File: config.mk
export PLATFORM = sky130hd
export DESIGN_NAME = pipe_hazard_ctrl
export DESIGN_NICKNAME = d
export VERILOG_FILES = /design/src/rtl/pipe_hazard_ctrl.sv
export SDC_FILE = /design/constraint.sdc
export NUM_CORES = 1
export LEC_CHECK = 0
export ABC_AREA = 1
export CORE_ASPECT_RATIO = 1.2
export CORE_MARGIN = 2
export CORE_UTILIZATION = 36
export DETAILED_ROUTE_END_ITERATION = 7
export PLACE_DENSITY = 0.62
export REMOVE_ABC_BUFFERS = 1
export SETUP_SLACK_MARGIN = 0.2
export SYNTH_ARGS = -nofsm -noshare
export SYNTH_HDL_FRONTEND = slang
export SYNTH_SLANG_ARGS = --single-unit
File: constraint.sdc
create_clock -name clk_i -period 3.9 [get_ports clk_i]
set_input_delay 0.39 -clock clk_i [delete_from_list [all_inputs] [get_ports clk_i]]
set_output_delay 0.39 -clock clk_i [all_outputs]
set_load 0.05 [all_outputs]
File: src/rtl/pipe_hazard_ctrl.sv
// pipe_hazard_ctrl: central sequencing controller for the 5-stage MIPS pipeline.
// Chooses each cycle between advance, load-use stall, IF/ID flush and freeze.
// A req/ack handshake with a bounded wait covers multi-cycle data-memory accesses.
// It also keeps saturating counters of stall, flush and freeze cycles.
module pipe_hazard_ctrl #(
    parameter int CNT_W   = 32,
    parameter int TIMEOUT = 16
) (
    input  logic             clk_i,
    input  logic             rst_i,
    input  logic             start_i,
    input  logic [4:0]       ifid_rs_i,
    input  logic [4:0]       ifid_rt_i,
    input  logic             idex_memread_i,
    input  logic [4:0]       idex_rt_i,
    input  logic             branch_taken_i,
    input  logic             jump_i,
    input  logic             exmem_memread_i,
    input  logic             exmem_memwrite_i,
    input  logic             dmem_ack_i,
    output logic             dmem_req_o,
    output logic             pc_write_o,
    output logic             ifid_write_o,
    output logic             ifid_flush_o,
    output logic             idex_bubble_o,
    output logic             pipe_freeze_o,
    output logic [CNT_W-1:0] stall_cnt_o,
    output logic [CNT_W-1:0] flush_cnt_o,
    output logic [CNT_W-1:0] freeze_cnt_o,
    output logic [1:0]       state_o,
    output logic             err_o
);

    localparam int                WAIT_W     = $clog2(TIMEOUT + 1);
    localparam logic [WAIT_W-1:0] WAIT_LIMIT = WAIT_W'(TIMEOUT);
    localparam logic [WAIT_W-1:0] WAIT_ONE   = WAIT_W'(1);

    typedef enum logic [1:0] {
        IDLE     = 2'd0,
        RUN      = 2'd1,
        MEM_WAIT = 2'd2,
        HALT     = 2'd3
    } state_e;

    state_e            state_q, state_d;
    logic [WAIT_W-1:0] wait_q, wait_d;
    logic              err_q, err_d;
    logic [CNT_W-1:0]  stall_cnt_q, flush_cnt_q, freeze_cnt_q;
    logic              memop;
    logic              load_use;
    logic              advance;
    logic              freeze_counted;

    assign memop    = exmem_memread_i | exmem_memwrite_i;
    assign load_use = idex_memread_i && (idex_rt_i != 5'd0) &&
                      ((idex_rt_i == ifid_rs_i) || (idex_rt_i == ifid_rt_i));

    // Freeze cycles in IDLE/HALT are idle time, not memory latency, so they are not counted
    assign freeze_counted = pipe_freeze_o && ((state_q == RUN) || (state_q == MEM_WAIT));

    assign state_o      = state_q;
    assign err_o        = err_q;
    assign stall_cnt_o  = stall_cnt_q;
    assign flush_cnt_o  = flush_cnt_q;
    assign freeze_cnt_o = freeze_cnt_q;

    // Saturating increment shared by all three performance counters
    function automatic logic [CNT_W-1:0] sat_inc(input logic [CNT_W-1:0] v);
        return (v == '1) ? v : v + 1'b1;
    endfunction

    // State register, memory wait counter and sticky timeout flag
    always_ff @(posedge clk_i or posedge rst_i) begin
        if (rst_i) begin
            state_q <= IDLE;
            wait_q  <= '0;
            err_q   <= 1'b0;
        end else begin
            state_q <= state_d;
            wait_q  <= wait_d;
            err_q   <= err_d;
        end
    end

    // Next state: an unacknowledged access parks in MEM_WAIT until ack or timeout
    always_comb begin
        state_d = state_q;
        wait_d  = wait_q;
        err_d   = err_q;
        case (state_q)
            IDLE: begin
                if (start_i) state_d = RUN;
            end
            RUN: begin
                if (memop && !dmem_ack_i) begin
                    state_d = MEM_WAIT;
                    wait_d  = WAIT_ONE;
                end else if (!start_i) begin
                    state_d = IDLE;
                end
            end
            MEM_WAIT: begin
                if (dmem_ack_i) begin
                    state_d = start_i ? RUN : IDLE;
                    wait_d  = '0;
                end else if (wait_q == WAIT_LIMIT) begin
                    state_d = HALT;
                    err_d   = 1'b1;
                end else begin
                    wait_d = wait_q + WAIT_ONE;
                end
            end
            HALT: begin
                state_d = HALT;
            end
            default: begin
                state_d = HALT;
            end
        endcase
    end

    // Mealy outputs: freeze while memory is pending, otherwise stall > flush > advance
    always_comb begin
        dmem_req_o    = 1'b0;
        pipe_freeze_o = 1'b0;
        pc_write_o    = 1'b0;
        ifid_write_o  = 1'b0;
        ifid_flush_o  = 1'b0;
        idex_bubble_o = 1'b0;
        advance       = 1'b0;
        case (state_q)
            RUN: begin
                dmem_req_o = memop;
                if (memop && !dmem_ack_i) pipe_freeze_o = 1'b1;
                else                      advance       = 1'b1;
            end
            MEM_WAIT: begin
                dmem_req_o = 1'b1;
                if (!dmem_ack_i) pipe_freeze_o = 1'b1;
                else             advance       = 1'b1;
            end
            default: begin
                pipe_freeze_o = 1'b1;
            end
        endcase
        if (advance) begin
            if (load_use) begin
                idex_bubble_o = 1'b1;
            end else begin
                pc_write_o   = 1'b1;
                ifid_write_o = 1'b1;
                ifid_flush_o = branch_taken_i | jump_i;
            end
        end
    end

    // Performance counters, one step per qualifying cycle
    always_ff @(posedge clk_i or posedge rst_i) begin
        if (rst_i) begin
            stall_cnt_q  <= '0;
            flush_cnt_q  <= '0;
            freeze_cnt_q <= '0;
        end else begin
            if (idex_bubble_o)  stall_cnt_q  <= sat_inc(stall_cnt_q);
            if (ifid_flush_o)   flush_cnt_q  <= sat_inc(flush_cnt_q);
            if (freeze_counted) freeze_cnt_q <= sat_inc(freeze_cnt_q);
        end
    end

endmodule

==> key figures <==
Status
  – Status: complete, no violations

Global routing
  – GR peak layer: met2
  – Met3 Use GR: 3.09%
  – Gr usage total: 19.9%
  – Pin count of the biggest net entering global routing: 56
  – Number of global-route vias before repair: 6550
  – First-pass GRT wire length: 32.3 mm
  – Initial antenna violation count: 0
  – M1 GR Usage: approximately 25%
  – Met2 usage: 34.0%
  – Total grt overflow: 0

Final layout
  – P&R area growth vs syn: 26.2%
  – Final net count: about 1200
  – Area occupied by multi-input gates: 3850 um2
  – Ratio of cells with drive above 1 in the final layout: between 3 and 4%
  – Post-route cell area: 8750 um2
  – Flip-flop and latch area: ~2600 um2
  – Fillers: 1981
  – ANT cells: 0

Synthesis
  – Synthesis-stage register bit count: about 100
  – Syn_area_per_cell: between 6 and 7 um2
  – Most area-hungry cell type in the Yosys netlist: dfrtp_1
  – Asr flop ratio synth: 100%
  – Post-synthesis sequential area ratio: between 30 and 40%
  – Ys flop type: dfrtp_1
  – Synth Instances: 1024
  – Most numerous cell in the Yosys netlist: nand2_1
  – Unique masters post-synth: 33
  – Post-synth EDFFs: 0
  – Largest cells by area after synthesis: dfrtp_1, nand2_1, nor2_1
  – Synth warn: 0
  – Top cell type's share of synthesized area: about 38%
  – Post-synth top cells: nand2_1, nor2_1, dfrtp_1
  – Area of the mapped netlist: approximately 7000 um2

Timing
  – Hold slack final: 0.478 ns
  – Final number of hold-violating endpoints: 0
  – Achievable Freq: between 0.3 and 0.4 GHz
  – RSZ-0062 raised after global routing: false
  – Fin Clk Skew: between 0.009 and 0.01 ns
  – Tcrit/Tclk final: around 79%
  – Worst-Margin Slew: 0.921 ns
  – Setup TNS: 0 ns
  – Final setup viols: 0
  – Final Max Tran Viols: 0
  – PnR worst setup slack: between 0.8 and 0.9 ns
  – Tmin final: approximately 3.1 ns
  – Max-slew headroom at the worst pin: ~39%

Min path
  – Hold Crit Class: reg2reg
  – Worst Hold Depth: 1
  – Hold Startpoint: err_o
  – Hold Crit Endpoint: err_o

Clock network
  – Clock net sink count: between 100 and 150
  – Post-CTS Setup Bufs: 0
  – Deepest clock path buffer count: 2
  – Total CTS buffers: 9
  – # resized after CTS: 0
  – Clk root buf: clkbuf_16
  – Clock Latency Late Sink: about 0.36 ns
  – H-tree levels: 3
  – Hold Buf Count CTS: 0
  – Worst-path clk slew: 0.08 ns
  – CTS tree: yes

Floorplanning
  – Core Box Area: around 19000 um2
  – Die Height: 156 um
  – Die ar.: just over 20000 um2
  – Row cnt: between 50 and 60
  – Boundary Pins: ~130
  – Initial Util: 36.8%
  – Die X: between 100 and 150 um

Worst setup path
  – Crit-path cells: inv_1 -> ha_1 -> nand2_1 -> a21oi_4 -> nand2_1 -> nor2_1 -> clkdlybuf4s50_1
  – Crit path capture type: output pin
  – Reg2reg setup slack: approximately 1.2 ns
  – Reg2reg end: freeze_cnt_o[24]
  – CP peak stage delay: 0.80 ns
  – Worst path bufs/invs: 2
  – Crit path top cell by count: nand2_1
  – Setup CP Type: reg2out
  – CP Max Fanout: 12
  – Crit Reg-Reg Startpoint: freeze_cnt_o[0]
  – Slowest-stage cell, CP: clkdlybuf4s50_1
  – Required time worst endpoint: between 3 and 4 ns
  – WP data arrival: 2.70 ns
  – Top delay family on crit path: buffers and inverters
  – Reg2Reg Depth: 11
  – CP Launch Type: register

Drt
  – DR pass1 iterations: 6
  – 1st-iter DRT viols: 378
  – DR WL/cell: 14.0 um
  – DRC: 0
  – Drt via density: approximately 5
  – Post-DRT Antenna Nets: 0
  – Final wirelength: approximately 20 mm
  – Via count: between 6000 and 7000

Pwr
  – Total power: around 3.6 mW
  – Pwr Density: 416 nW/um2
  – Leakage: a little under 4 nW
  – Worst VDD drop: around 0.24 mV

Placed design
  – Place WS: roughly 0.9 ns
  – Post-DP Area: ~8500 um2
  – Gpl congestion: around 0.93
  – Port bufs: about 130
  – Hpwl dp: about 14 mm

Flow run
  – # Max-Cap Violations: 0
## layer usage
| layer | vias up | wire length (um) |
|---|---|---|
| met3 | 31 | 932 |
| met4 | 0 | 537 |
| met2 | 172 | 9610 |
| li1 | 3492 | - |
| met1 | 3205 | 8540 |
| met5 | - | 0 |
## layout make-up
class | instances | area share, %
inverter | 91 | 3.93
clock buffer | 11 | 2.77
tap | 256 | 3.66
sequential | 104 | 29.7
clock inverter | 5 | 0.643
multi-input combinational | 805 | 44.0
timing repair buffer | 134 | 15.3
## sequential cells by signal, indices dropped and copies added, names as in the netlist
name          flops
stall_cnt_o      32
state_o           2
err_o             1
flush_cnt_o      32
wait_q            5
freeze_cnt_o     32
## power by group
part / switching (mW) / internal, mW
Sequential: 0.149 / 1.19
Combinational: 0.955 / 0.409
Clock: 0.426 / 0.515
## worst max-delay path by stage
stage | from | to | cells after the start
final | state_o[0] | ifid_flush_o | 7
after global routing | state_o[0] | ifid_flush_o | 7
after CTS | state_o[0] | ifid_flush_o | 7
after detailed placement | dmem_ack_i | ifid_flush_o | 8
after global placement | dmem_ack_i | ifid_flush_o | 8
after floorplan | rst_i | err_o | 1
## layout by cell type, fill, tap and decap left out, types with 2 or more instances in the layout
| cell | Yosys | layout |
|---|---|---|
| o21ai_1 | 4 | 4 |
| xor2_1 | 46 | 46 |
| clkbuf_16 | 0 | 9 |
| a21oi_4 | 2 | 2 |
| inv_2 | 3 | 3 |
| nand3_1 | 28 | 28 |
| ha_1 | 9 | 9 |
| o21ai_0 | 29 | 29 |
| nor3b_1 | 3 | 3 |
| nand2_1 | 427 | 427 |
| buf_4 | 2 | 6 |
| inv_1 | 88 | 87 |
| xnor2_1 | 20 | 20 |
| clkinv_2 | 0 | 2 |
| nor3_1 | 36 | 36 |
| nor2_1 | 119 | 119 |
| nand4_1 | 51 | 51 |
| nand3b_1 | 15 | 15 |
| nor2_4 | 2 | 2 |
| dfrtp_1 | 104 | 104 |
| and3_1 | 2 | 2 |
| clkdlybuf4s50_1 | 0 | 127 |
## per-stage QoR
step,util (%),instances
finish,46.4,1406
global route,46.4,1406
CTS,46.4,1406
detailed placement,44.8,1390
global placement,44.8,1390
floorplan,-,1000
## kinds of logic (layout without fill, tap and decap cells)
group | count (synthesis) | count (layout) | share of synthesized area, %
AND/OR/NAND/NOR | 689 | 689 | 42.0
buffers and inverters | 115 | 241 | 7.00
flip-flops | 104 | 104 | 37.5
XOR/XNOR | 66 | 66 | 8.34
AO/OA/AOI/OAI | 39 | 39 | 3.23
adder cells (fa/ha/maj) | 9 | 9 | 1.62
multiplexers | 2 | 2 | 0.307
(Power assumes the default switching activity.)
